<file path="src/rtl/pc_source_pkg.sv">
// Shared types and helpers for the PC source / update unit.
package pc_source_pkg;

  // Control FSM: normal fetch flow or inside an exception handler.
  typedef enum logic [0:0] {
    ST_NORMAL  = 1'b0,
    ST_HANDLER = 1'b1
  } pc_state_e;

  // Misalignment cause for the default two-bit cause code. Units with a
  // different cause width use the all-ones code of that width instead.
  localparam int unsigned CAUSE_WIDTH_DEFAULT = 2;
  localparam logic [CAUSE_WIDTH_DEFAULT-1:0] CAUSE_MISALIGN = 2'b11;

  // Exception vector: base plus one word per cause code. Computed at 64 bits
  // so callers of any width up to 64 can truncate the result.
  function automatic logic [63:0] exc_vector(input logic [63:0] base,
                                             input logic [63:0] cause);
    return base + (cause << 2);
  endfunction

endpackage

</file>
<file path="src/rtl/pc_source_select.sv">
// Combinational NUM_SOURCES:1 next-PC mux with an out-of-range select flag.
module pc_source_select #(
  parameter int DATA_WIDTH  = 32,
  parameter int NUM_SOURCES = 4,
  parameter int SEL_WIDTH   = $clog2(NUM_SOURCES)
) (
  input  logic [SEL_WIDTH-1:0]              sel,
  input  logic [NUM_SOURCES*DATA_WIDTH-1:0] sources,
  output logic [DATA_WIDTH-1:0]             target,
  output logic                              out_of_range
);

  localparam int L_SLOTS = 2 ** SEL_WIDTH;

  // Pad the candidate list to a power of two so any select value indexes a
  // defined entry; padding slots read as zero and are flagged out of range.
  logic [DATA_WIDTH-1:0] w_slot [L_SLOTS];

  for (genvar g = 0; g < L_SLOTS; g++) begin : g_slot
    if (g < NUM_SOURCES) begin : g_real
      assign w_slot[g] = sources[g*DATA_WIDTH +: DATA_WIDTH];
    end else begin : g_pad
      assign w_slot[g] = '0;
    end
  end

  assign target       = w_slot[sel];
  assign out_of_range = (int'(sel) >= NUM_SOURCES);

endmodule

</file>
<file path="src/rtl/pc_source_unit.sv">
// Program-counter source and update unit: next-PC select, PC/EPC registers,
// branch gating, misaligned-target trap, exception entry/return and
// double-fault detection.
module pc_source_unit
  import pc_source_pkg::*;
#(
  parameter int                   DATA_WIDTH  = 32,
  parameter int                   NUM_SOURCES = 4,
  parameter int                   SEL_WIDTH   = $clog2(NUM_SOURCES),
  parameter int                   CAUSE_WIDTH = 2,
  parameter logic [DATA_WIDTH-1:0] RESET_PC   = '0,
  parameter logic [DATA_WIDTH-1:0] EXC_BASE   = 32'h0000_0100,
  parameter int unsigned          EPC_OFFSET  = 4
) (
  input  logic                              clk,
  input  logic                              reset,
  input  logic [SEL_WIDTH-1:0]              pc_sel,
  input  logic [NUM_SOURCES*DATA_WIDTH-1:0] sources,
  input  logic                              pc_write,
  input  logic                              pc_write_cond,
  input  logic                              cond,
  input  logic                              exc_req,
  input  logic [CAUSE_WIDTH-1:0]            exc_cause,
  input  logic                              eret,
  output logic [DATA_WIDTH-1:0]             pc,
  output logic [DATA_WIDTH-1:0]             epc,
  output logic                              in_handler,
  output logic                              misalign,
  output logic                              bad_sel,
  output logic                              double_fault
);

  localparam logic [CAUSE_WIDTH-1:0] L_CAUSE_MIS = {CAUSE_WIDTH{1'b1}};
  localparam logic [DATA_WIDTH-1:0]  L_EPC_OFF   = DATA_WIDTH'(EPC_OFFSET);

  pc_state_e             r_state, w_state_nxt;
  logic [DATA_WIDTH-1:0] r_pc, r_epc, w_pc_nxt, w_epc_nxt;
  logic                  r_misalign, r_bad_sel, r_double_fault;
  logic                  w_misalign_nxt, w_bad_sel_nxt, w_double_fault_nxt;

  logic [DATA_WIDTH-1:0] w_target, w_vec_exc, w_vec_mis, w_epc_capture;
  logic                  w_sel_oor, w_load, w_target_mis;

  pc_source_select #(
    .DATA_WIDTH (DATA_WIDTH),
    .NUM_SOURCES(NUM_SOURCES),
    .SEL_WIDTH  (SEL_WIDTH)
  ) u_select (
    .sel         (pc_sel),
    .sources     (sources),
    .target      (w_target),
    .out_of_range(w_sel_oor)
  );

  assign w_load        = pc_write | (pc_write_cond & cond);
  assign w_target_mis  = (w_target[1:0] != 2'b00);
  assign w_vec_exc     = DATA_WIDTH'(exc_vector(64'(EXC_BASE), 64'(exc_cause)));
  assign w_vec_mis     = DATA_WIDTH'(exc_vector(64'(EXC_BASE), 64'(L_CAUSE_MIS)));
  // Wraps modulo 2^DATA_WIDTH, so pc = 0 captures the top of the space.
  assign w_epc_capture = r_pc - L_EPC_OFF;

  // State and datapath registers; reset may arrive in any cycle.
  always_ff @(posedge clk or posedge reset) begin
    if (reset) begin
      r_state        <= ST_NORMAL;
      r_pc           <= RESET_PC;
      r_epc          <= '0;
      r_misalign     <= 1'b0;
      r_bad_sel      <= 1'b0;
      r_double_fault <= 1'b0;
    end else begin
      r_state        <= w_state_nxt;
      r_pc           <= w_pc_nxt;
      r_epc          <= w_epc_nxt;
      r_misalign     <= w_misalign_nxt;
      r_bad_sel      <= w_bad_sel_nxt;
      r_double_fault <= w_double_fault_nxt;
    end
  end

  // Next FSM state: enter the handler on an exception or a trapped
  // misaligned load, leave it only on eret.
  always_comb begin
    w_state_nxt = r_state;
    case (r_state)
      ST_NORMAL: begin
        if (exc_req) begin
          w_state_nxt = ST_HANDLER;
        end else if (eret) begin
          w_state_nxt = ST_NORMAL;
        end else if (w_load && !w_sel_oor && w_target_mis) begin
          w_state_nxt = ST_HANDLER;
        end else begin
          w_state_nxt = ST_NORMAL;
        end
      end
      ST_HANDLER: begin
        if (exc_req) begin
          w_state_nxt = ST_HANDLER;
        end else if (eret) begin
          w_state_nxt = ST_NORMAL;
        end else begin
          w_state_nxt = ST_HANDLER;
        end
      end
      default: w_state_nxt = ST_NORMAL;
    endcase
  end

  // Next PC/EPC and flag values; events are resolved strictly by priority,
  // so a lower-priority request in the same cycle is dropped.
  always_comb begin
    w_pc_nxt           = r_pc;
    w_epc_nxt          = r_epc;
    w_misalign_nxt     = 1'b0;
    w_bad_sel_nxt      = 1'b0;
    w_double_fault_nxt = r_double_fault;
    if (exc_req) begin
      if (r_state == ST_NORMAL) begin
        w_epc_nxt = w_epc_capture;
        w_pc_nxt  = w_vec_exc;
      end else begin
        w_double_fault_nxt = 1'b1;
      end
    end else if (eret) begin
      if (r_state == ST_HANDLER) begin
        w_pc_nxt = r_epc;
      end else begin
        w_pc_nxt = r_pc;
      end
    end else if (w_load) begin
      if (w_sel_oor) begin
        w_bad_sel_nxt = 1'b1;
      end else if (w_target_mis) begin
        w_misalign_nxt = 1'b1;
        if (r_state == ST_NORMAL) begin
          w_epc_nxt = w_epc_capture;
          w_pc_nxt  = w_vec_mis;
        end else begin
          w_double_fault_nxt = 1'b1;
        end
      end else begin
        w_pc_nxt = w_target;
      end
    end else begin
      w_pc_nxt = r_pc;
    end
  end

  assign pc           = r_pc;
  assign epc          = r_epc;
  assign in_handler   = (r_state == ST_HANDLER);
  assign misalign     = r_misalign;
  assign bad_sel      = r_bad_sel;
  assign double_fault = r_double_fault;

endmodule

</file>
<file path="config.mk">
export PLATFORM = sky130hd
export DESIGN_NAME = pc_source_unit
export DESIGN_NICKNAME = d
export VERILOG_FILES = /design/src/rtl/pc_source_pkg.sv /design/src/rtl/pc_source_select.sv /design/src/rtl/pc_source_unit.sv
export SDC_FILE = /design/constraint.sdc
export NUM_CORES = 1
export LEC_CHECK = 0
export CAP_MARGIN = 20
export CORE_MARGIN = 1
export CORE_UTILIZATION = 38
export DETAILED_ROUTE_END_ITERATION = 16
export GPL_ROUTABILITY_DRIVEN = 0
export GPL_TIMING_DRIVEN = 0
export PLACE_DENSITY = 0.9
export RECOVER_POWER = 100
export SETUP_SLACK_MARGIN = 0.4
export SKIP_CTS_REPAIR_TIMING = 1
export SLEW_MARGIN = 20
export SYNTH_ARGS = -nofsm -noshare
export SYNTH_HDL_FRONTEND = slang
export SYNTH_SLANG_ARGS = --single-unit
</file>
<file path="constraint.sdc">
create_clock -name clk -period 2.15 [get_ports clk]
set_clock_uncertainty 0.05 [all_clocks]
set_input_delay 0.3225 -clock clk [delete_from_list [all_inputs] [get_ports clk]]
set_output_delay 0.3225 -clock clk [all_outputs]
set_load 0.01 [all_outputs]
</file>
==> run metrics <==
# H-tree levels=3; share of layout cells above drive strength 1=32.4%; count leader, synth=dfrtp_1; largest net degree at the start of global routing=35; CP Buf/Inv Count=0; Met3 Wirelength=1580 um; Setup WS post-layout=-87.5 ps; Synth top area share=roughly 39%; Worst-Skew Late Latency=330 ps; Syn Nets=518; initial antenna violation count=0; diode count=0; I/O pin total=roughly 210; Pre-antenna DRT Iters=6; Num CTS Buffers=9; Root Driver=clkbuf_16; CP max-delay cell=or4_4; clk slew on worst S/H paths=60 ps; Clock Tree Buf Depth=2; die width=109 um; min-delay worst type=in -> async; critical-path cell list=or4_4 > or4_4 > or4_1 > a31oi_1; most used cell, CP=or4_4; ANT nets after route=0; CP max FO=5; row count=38; DRC=0; Max Slew Vio Count=0; via count=roughly 4.7k; Pwr Total=between 6 and 7 mW; Critical Path AT=~2400 ps; Initial Util=between 30% and 40%; mean routed wirelength per cell=approximately 23 um; fin nets=771; yosys warns=0; Async S/R FF share, synth=100%; max_cap viols=0; area of the core=~11000 um2; Worst Path Required=2330 ps; DR iter-0 viols=about 440; All-Layer GR Usage=roughly 28%; Reg2Reg Depth=4; Gate Count Post-Synth=about 380; period utilization=104%; most frequent cells after synthesis=dfrtp_1 (67), mux4_2 (30), inv_1 (21); final core occ=approximately 72%; crit path launch type=flop; VDD IR max=0.567 mV; worst slew pin tran=around 950 ps; reg2reg setup slack=-90 ps; vias in the first global route=~4.6k; Slew headroom=~36%; critical setup path kind=reg -> reg; CTS sink count=67; Worst R2R End=epc[31]; CTS tree=yes; post-synth top area cell=dfrtp_1; Seq cells post-synth=67; Hold WS=269 ps; Setup Slack @ Placement=-533 ps; Area Growth Syn to Fin=80.8%; Fmax=~450 MHz; Routed met2 length=around 9000 um; critical path's top delay family=simple AND/OR/NAND/NOR gates; uppermost routed layer=met4; violated checks=negative setup slack; Syn Area/Cell=11.5 um2; global-route wire length before repair=between 20000 and 25000 um; final WL=between 15000 and 20000 um; PD cells=between 800 and 900 nW/um2; die area=11900 um2; Period minus WS final=2240 ps; outcome=complete, but fails checks; RSZ-0062 raised after global routing=yes; DP HPWL=between 10000 and 15000 um; top cells by area, synth=dfrtp_1 (39%), mux4_2 (16%), mux2_1 (5.2%); FF-to-FF Start=pc[27]; PortBufs=between 200 and 250; TNS Setup=-183 ps; post-synthesis sequential area ratio=around two fifths; Yosys cell types=47; Top FF cell, synth=dfrtp_1; Via-to-Cell Ratio=6.11; final hold vios=0; leak pwr=roughly 3.3 nW; final setup vio count=3; chip height=roughly 110 um; Post-synth EDFFs=0; metal1 wirelength=~6600 um; Post-Syn Area=between 4000 and 5000 um2; largest stage delay on the critical path=between 500 and 600 ps; Congestion Overflow GR=0; critical path capture point type=flop
[worst max-delay path by stage]
stage                     cells after the start      end  slack (ps)  startpoint
final                                         4  epc[31]         -90      pc[27]
after global routing                          4  epc[31]         -90      pc[27]
after CTS                                     7  epc[30]        -320       pc[3]
after detailed placement                      7  epc[19]        -530        eret
after global placement                        7  epc[23]        -540        eret
after floorplan                               4  epc[31]          40      pc[27]
[state kept, by name, indices dropped and copies added (netlist names)]
| name | count |
|---|---|
| epc | 32 |
| pc | 32 |
| double_fault | 1 |
| in_handler | 1 |
| misalign | 1 |
[metal layers]
layer  global-route usage [%]  vias to the layer above
li1                         -                     2009
met1                     32.5                     2330
met2                     50.1                      331
met3                     4.78                       74
met4                     10.9                        0
met5                        0                        -
[through the flow]
step / area (um2) / instances
3_3_place_gp: 7000 / 721
2_1_floorplan: 4790 / 378
3_5_place_dp: 7040 / 723
6_report: 7860 / 776
4_1_cts: 7360 / 739
5_1_grt: 7860 / 776
[logic make-up (layout without fill, tap and decap cells)]
logic type | Yosys count | in the layout | share of synthesized area (%)
flip-flops | 67 | 67 | 38.6
buffers and inverters | 56 | 314 | 5.41
other | 1 | 1 | 0.0863
adder cells (fa/ha/maj) | 1 | 1 | 0.288
multiplexers | 75 | 75 | 26.8
AND/OR/NAND/NOR | 71 | 71 | 10.5
AO/OA/AOI/OAI | 97 | 97 | 16.4
XOR/XNOR | 10 | 10 | 2.02
[final cells by class]
| cell class | instances | area, um2 |
|---|---|---|
| Buffer | 35 | 368 |
| Clock buffer | 10 | 239 |
| Clock inverter | 6 | 88.8 |
| Fill cell | 711 | 3130 |
| Inverter | 21 | 80.1 |
| Multi-Input combinational cell | 255 | 2810 |
| Sequential cell | 67 | 1700 |
| Tap cell | 140 | 175 |
| Timing Repair Buffer | 242 | 2400 |
[layout by cell type (no fill, tap or decap), drive strengths merged, types with 3 or more instances in the layout]
cell type      Yosys  final
a211oi            18     18
a21o               3      3
a21oi              5      5
a22o              15     15
a22oi             14     14
a31oi             18     18
and2               3      3
buf               15     57
clkbuf            20     27
clkdlybuf4s50      0    184
clkinvlp           0      3
dfrtp             67     67
dlymetal6s2s       0     18
inv               21     20
mux2              29     29
mux2i             16     16
mux4              30     30
nand2              8      8
nand2b             3      3
nand3              4      4
nand4              3      3
nor2               9      9
nor3               5      5
nor4               5      5
o21ai              5      5
o31ai             11     11
o41ai              3      3
or3                6      6
or4               13     13
or4b               3      3
xnor2              9      9
[where the power goes]
group | leakage (nW) | total [mW] | switching, mW | internal (mW)
clock | 0.155 | 1.63 | 0.583 | 1.05
combinational | 2.30 | 2.75 | 1.18 | 1.57
sequential | 0.822 | 1.97 | 0.398 | 1.57
total | 3.27 | 6.34 | 2.16 | 4.18
Power figures use the tool's default switching activity.
